### src/rtl/ser_pkg.sv
// Shared types and helpers for the parallel-to-serial front end.
package ser_pkg;

    typedef enum logic [0:0] {
        SER_IDLE  = 1'b0,
        SER_SHIFT = 1'b1
    } ser_state_e;

    // Bit-counter width; never narrower than one bit.
    function automatic int cnt_width(input int width);
        int w;
        w = $clog2(width);
        return (w < 1) ? 1 : w;
    endfunction

endpackage

### src/rtl/bit_serializer.sv
// Parallel-to-serial converter: WIDTH-bit words in over valid/ready, one bit
// per clock out on sout, with a one-word holding slot for gapless streaming.
module bit_serializer
    import ser_pkg::*;
#(
    parameter int WIDTH     = 8,
    parameter bit MSB_FIRST = 1'b1,
    parameter bit IDLE_BIT  = 1'b0
) (
    input  logic             clk,
    input  logic             rst,
    input  logic [WIDTH-1:0] din,
    input  logic             din_valid,
    output logic             din_ready,
    output logic             sout,
    output logic             sout_valid,
    output logic             sof,
    output ser_state_e       state_dbg
);

    // Handshake: a word transfers on a rising edge where din_valid and
    // din_ready are both high; the producer holds din stable otherwise.

    localparam int             CW   = cnt_width(WIDTH);
    localparam logic [CW-1:0]  LAST = CW'(WIDTH - 1);

    ser_state_e       state_q, state_d;
    logic [WIDTH-1:0] sr_q, sr_d;
    logic [CW-1:0]    cnt_q, cnt_d;
    logic [WIDTH-1:0] hold_q, hold_d;
    logic             hold_valid_q, hold_valid_d;
    logic             sout_q, sout_d;
    logic             sout_valid_q, sout_valid_d;
    logic             sof_q, sof_d;
    logic             accept;
    logic             load;

    assign din_ready = ~hold_valid_q & ~rst;
    assign accept    = din_valid & din_ready;

    always_comb begin
        state_d      = state_q;
        sr_d         = sr_q;
        cnt_d        = cnt_q;
        hold_d       = hold_q;
        hold_valid_d = hold_valid_q;
        load         = 1'b0;

        case (state_q)
            SER_IDLE: begin
                if (accept) begin
                    sr_d    = din;
                    cnt_d   = '0;
                    state_d = SER_SHIFT;
                    load    = 1'b1;
                end
            end
            SER_SHIFT: begin
                if (cnt_q == LAST) begin
                    // Held word has priority; ready is low then, so no accept can race it.
                    if (hold_valid_q) begin
                        sr_d         = hold_q;
                        hold_valid_d = 1'b0;
                        cnt_d        = '0;
                        load         = 1'b1;
                    end else if (accept) begin
                        sr_d  = din;
                        cnt_d = '0;
                        load  = 1'b1;
                    end else begin
                        cnt_d   = '0;
                        state_d = SER_IDLE;
                    end
                end else begin
                    sr_d  = MSB_FIRST ? {sr_q[WIDTH-2:0], 1'b0} : {1'b0, sr_q[WIDTH-1:1]};
                    cnt_d = cnt_q + CW'(1);
                    if (accept) begin
                        hold_d       = din;
                        hold_valid_d = 1'b1;
                    end
                end
            end
            default: begin
                state_d = SER_IDLE;
            end
        endcase

        // Outputs are registered from the next shift-register contents.
        sout_valid_d = (state_d == SER_SHIFT);
        sout_d       = sout_valid_d ? (MSB_FIRST ? sr_d[WIDTH-1] : sr_d[0]) : IDLE_BIT;
        sof_d        = load;
    end

    always_ff @(posedge clk) begin
        if (rst) begin
            state_q      <= SER_IDLE;
            sr_q         <= '0;
            cnt_q        <= '0;
            hold_q       <= '0;
            hold_valid_q <= 1'b0;
            sout_q       <= IDLE_BIT;
            sout_valid_q <= 1'b0;
            sof_q        <= 1'b0;
        end else begin
            state_q      <= state_d;
            sr_q         <= sr_d;
            cnt_q        <= cnt_d;
            hold_q       <= hold_d;
            hold_valid_q <= hold_valid_d;
            sout_q       <= sout_d;
            sout_valid_q <= sout_valid_d;
            sof_q        <= sof_d;
        end
    end

    assign sout       = sout_q;
    assign sout_valid = sout_valid_q;
    assign sof        = sof_q;
    assign state_dbg  = state_q;

endmodule

### config.mk
export PLATFORM = sky130hd
export DESIGN_NAME = bit_serializer
export DESIGN_NICKNAME = d
export VERILOG_FILES = /design/src/rtl/ser_pkg.sv /design/src/rtl/bit_serializer.sv
export SDC_FILE = /design/constraint.sdc
export NUM_CORES = 1
export LEC_CHECK = 0
export BUFFER_PORTS_ARGS = -buffer_cell sky130_fd_sc_hd__clkbuf_2
export CAP_MARGIN = 20
export CORE_ASPECT_RATIO = 1.2
export CORE_UTILIZATION = 49
export CTS_CLUSTER_DIAMETER = 30
export DETAILED_ROUTE_END_ITERATION = 10
export GPL_TIMING_DRIVEN = 0
export PLACE_DENSITY = 0.73
export RECOVER_POWER = 25
export SLEW_MARGIN = 20
export SYNTH_ARGS = -nofsm -noshare
export SYNTH_HDL_FRONTEND = slang
export SYNTH_SLANG_ARGS = --single-unit
### constraint.sdc
create_clock -name clk -period 1.44 [get_ports clk]
set_input_delay 0.288 -clock clk [delete_from_list [all_inputs] [get_ports clk]]
set_output_delay 0.288 -clock clk [all_outputs]
set_load 0.03 [all_outputs]
==> run metrics <==
DR vias/cell=5.54; syn_area_per_cell=9.36 um^2; Async S/R FF share, synth=0%; fill cell count=182; status=complete, no violations; CTS tree=built; Die X=44.6 um; Max stage delay on crit path=370 ps; clk slew on worst S/H paths=120 ps; Seq/Total Area, Yosys=43.1%; Met3 Wirelength=121 um; initial antenna violation count=0; Post-Layout Cell Count=169; Critical Path Source=hold_valid_q$_SDFFE_PP0P_; maximum vdd ir drop=0.671 mV; mux contribution to synthesized area=18.1%; Die ar.=2370 um^2; Top Layer Used=met4; post-synthesis cell type count=26; CTS root buf=clkbuf_4; Global Route Usage Sum=21.4%; crit path buf inv count=2; share of the synthesized area in the top cell type=43.1%; I/O Buffers=15; post-DP HPWL=1.61 mm; Starting Density=52.1%; reg2reg start=sout_valid$_SDFF_PP0_; dominant cells by area after synthesis=dfxtp_1, mux2i_1, nor2_1, a21oi_1, nor2b_1; Synth top cells by count=dfxtp_1, mux2i_1, nor2_1; DRC=0; Post-synth EDFFs=0; CP startpoint kind=flip-flop; row cnt=18; first-pass GRT wire length=3.66 mm; largest family of logic cells by synthesized area=multiplexers; Synth Net Count=127; yosys warns=0; Top Ports=16; TritonRoute pass-1 iters=4; WL per Instance=14.1 um; Compound-Gate Fraction of Synth Area=14.9%; Die Y=53.1 um; hold slack=225 ps; crit path DAT=1110 ps; M1 WL=1.05 mm; Final ANT Viol Nets=0; crit path time final=1390 ps; Max Cap Violations=0; PwrDens=933 nW/um^2; XOR/XNOR Fraction of Synth Area=0%; # diodes=0; Area Overhead vs Synth=24.7%; DR WL met2=1.17 mm; Lkg Pwr=0.522 nW; Final period util=96.8%; worst path cell trace=buf_4 -> nor2_4 -> buf_6; grt ovf=0; CP delay by family, top=flip-flops; Synth Area in Adders=2.34%; slowest CP cell=dfxtp_4; Max Freq=717 MHz; Reg2Reg Capture Point=hold_q[4]$_SDFFE_PP0P_; Clk Latency, worst-skew pair=310 ps; via count=936; worst r2r path cells=6; Placeable Area=2050 um^2; Slew headroom=70.0%; Clock Path Buffers=2; vias in the first global route=842; synthesis-stage register bit count=23; worst-margin pin slew=450 ps; Mapped Cells=114; Cell Area, Synth=1070 um^2; Num CTS Buffers=3; RePlAce Congestion=0.780; Iter 0 DRT Violations=16; final net count=153; Max H-tree Level=1; worst reg2reg setup slack=70 ps; setup violators final=0; critical-path maximum fanout=10; Util after Layout=65.0%; Worst Setup EP=din_ready; layout cells sized above 1=30.9%; most common cell in the netlist=dfxtp_1; Inst Count DP=159; Post-Synth Simple-Gate Area=16.5%; Crit. End Element=primary output; Clock Skew=6.10 ps; clk sinks=23; Yosys top cell by area=dfxtp_1; WP depth=3; largest net degree at the start of global routing=13; top_reg_cell synth=dfxtp_1; max-slew violation count=0; hold crit path type=in2reg; critical path required time=1150 ps; Routed Wire Length=2.39 mm; Crit Path Category=reg2out; Final Hold Viols=0
[worst register-to-register path: stages (launching register included)]
cell and delay, ps:
dfxtp_2 360, buf_4 170, nand2b_4 100, nor3_4 200, buf_4 190, mux2i_1 210
nor2_1 50
[cell families after synthesis]
| logic type | Yosys count |
|---|---|
| AO/OA/AOI/OAI | 26 |
| buffers and inverters | 11 |
| adder cells (fa/ha/maj) | 2 |
| flip-flops | 23 |
| AND/OR/NAND/NOR | 33 |
| multiplexers | 19 |
[flip-flops by register name, summed over array words and instances (netlist names)]
name	flops
cnt_q	3
sof	1
hold_valid_q	1
sout_valid	1
sr_q	8
hold_q	8
sout	1
[cells in the final DEF, fill, tap and decap left out]
cell,instances
a21o_1,1
nor2_1,15
nor3b_1,2
nor3_4,1
buf_2,1
nor3_1,1
nand2_1,4
clkbuf_1,5
buf_4,9
clkbuf_4,3
a211oi_1,2
a31oi_1,4
a22oi_2,1
nand2b_4,1
a221oi_1,1
a21oi_2,1
nor3b_4,1
a22oi_1,1
mux2i_1,17
nand2b_1,2
o22ai_1,4
a21oi_1,7
dfxtp_2,3
o21ai_1,1
buf_6,3
dfxtp_1,19
inv_1,2
nor2b_1,5
a21boi_1,1
dfxtp_4,1
clkbuf_2,13
nor2_4,1
mux2_2,2
o21ai_0,2
ha_4,2
[layout make-up]
type / count / area [um^2] / share of cell area (%)
Multi-Input combinational cell: 80 / 606 / 45.5
Sequential cell: 23 / 468 / 35.2
Timing Repair Buffer: 21 / 120 / 9.02
Buffer: 9 / 66.3 / 4.98
Tap cell: 30 / 37.5 / 2.82
Clock buffer: 4 / 26.3 / 1.97
Inverter: 2 / 7.51 / 0.564
[repair_timing]
action	4_1_cts	5_1_grt
pin swaps	2	0
setup endpoints to repair	16	14
resized for setup	8	19
cloned	0	1
setup buffers	3	2
hold buffers	0	0
[worst min path at each step]
| stage | endpoint | from | slack [ps] | cells after the start |
|---|---|---|---|---|
| 3_5_place_dp | sr_q[4]$_SDFF_PP0_ | sr_q[3]$_SDFF_PP0_ | 460 | 2 |
| 2_1_floorplan | hold_q[0]$_SDFFE_PP0P_ | din[0] | 430 | 2 |
| 4_1_cts | hold_q[7]$_SDFFE_PP0P_ | din[7] | 220 | 3 |
| 5_1_grt | hold_q[1]$_SDFFE_PP0P_ | din[1] | 210 | 3 |
| 3_3_place_gp | sr_q[4]$_SDFF_PP0_ | sr_q[3]$_SDFF_PP0_ | 450 | 2 |
| 6_report | hold_q[5]$_SDFFE_PP0P_ | din[5] | 230 | 3 |
[metal layers]
metal,vias up,global-route usage (%)
met2,29,35.5
met5,-,0
met4,0,10.1
met3,8,3.41
met1,447,26.6
li1,452,-
[stage by stage]
stage                     cell area (um^2)  worst slack, ps  power (mW)  setup TNS (ps)
after detailed placement              1210             -173       0.922           -1580
after global placement                1210             -162       0.916           -1510
final                                 1330             46.1        1.24               0
after CTS                             1270            -52.0        1.23           -52.0
after global routing                  1330            -8.07        1.30           -15.0
after floorplan                       1090             8.09       0.861               0
[power by group]
part / internal [mW] / switching [mW]
clock: 0.108 / 0.188
combinational: 0.115 / 0.140
sequential: 0.669 / 0.0206
total: 0.893 / 0.349
Power figures use the tool's default switching activity.
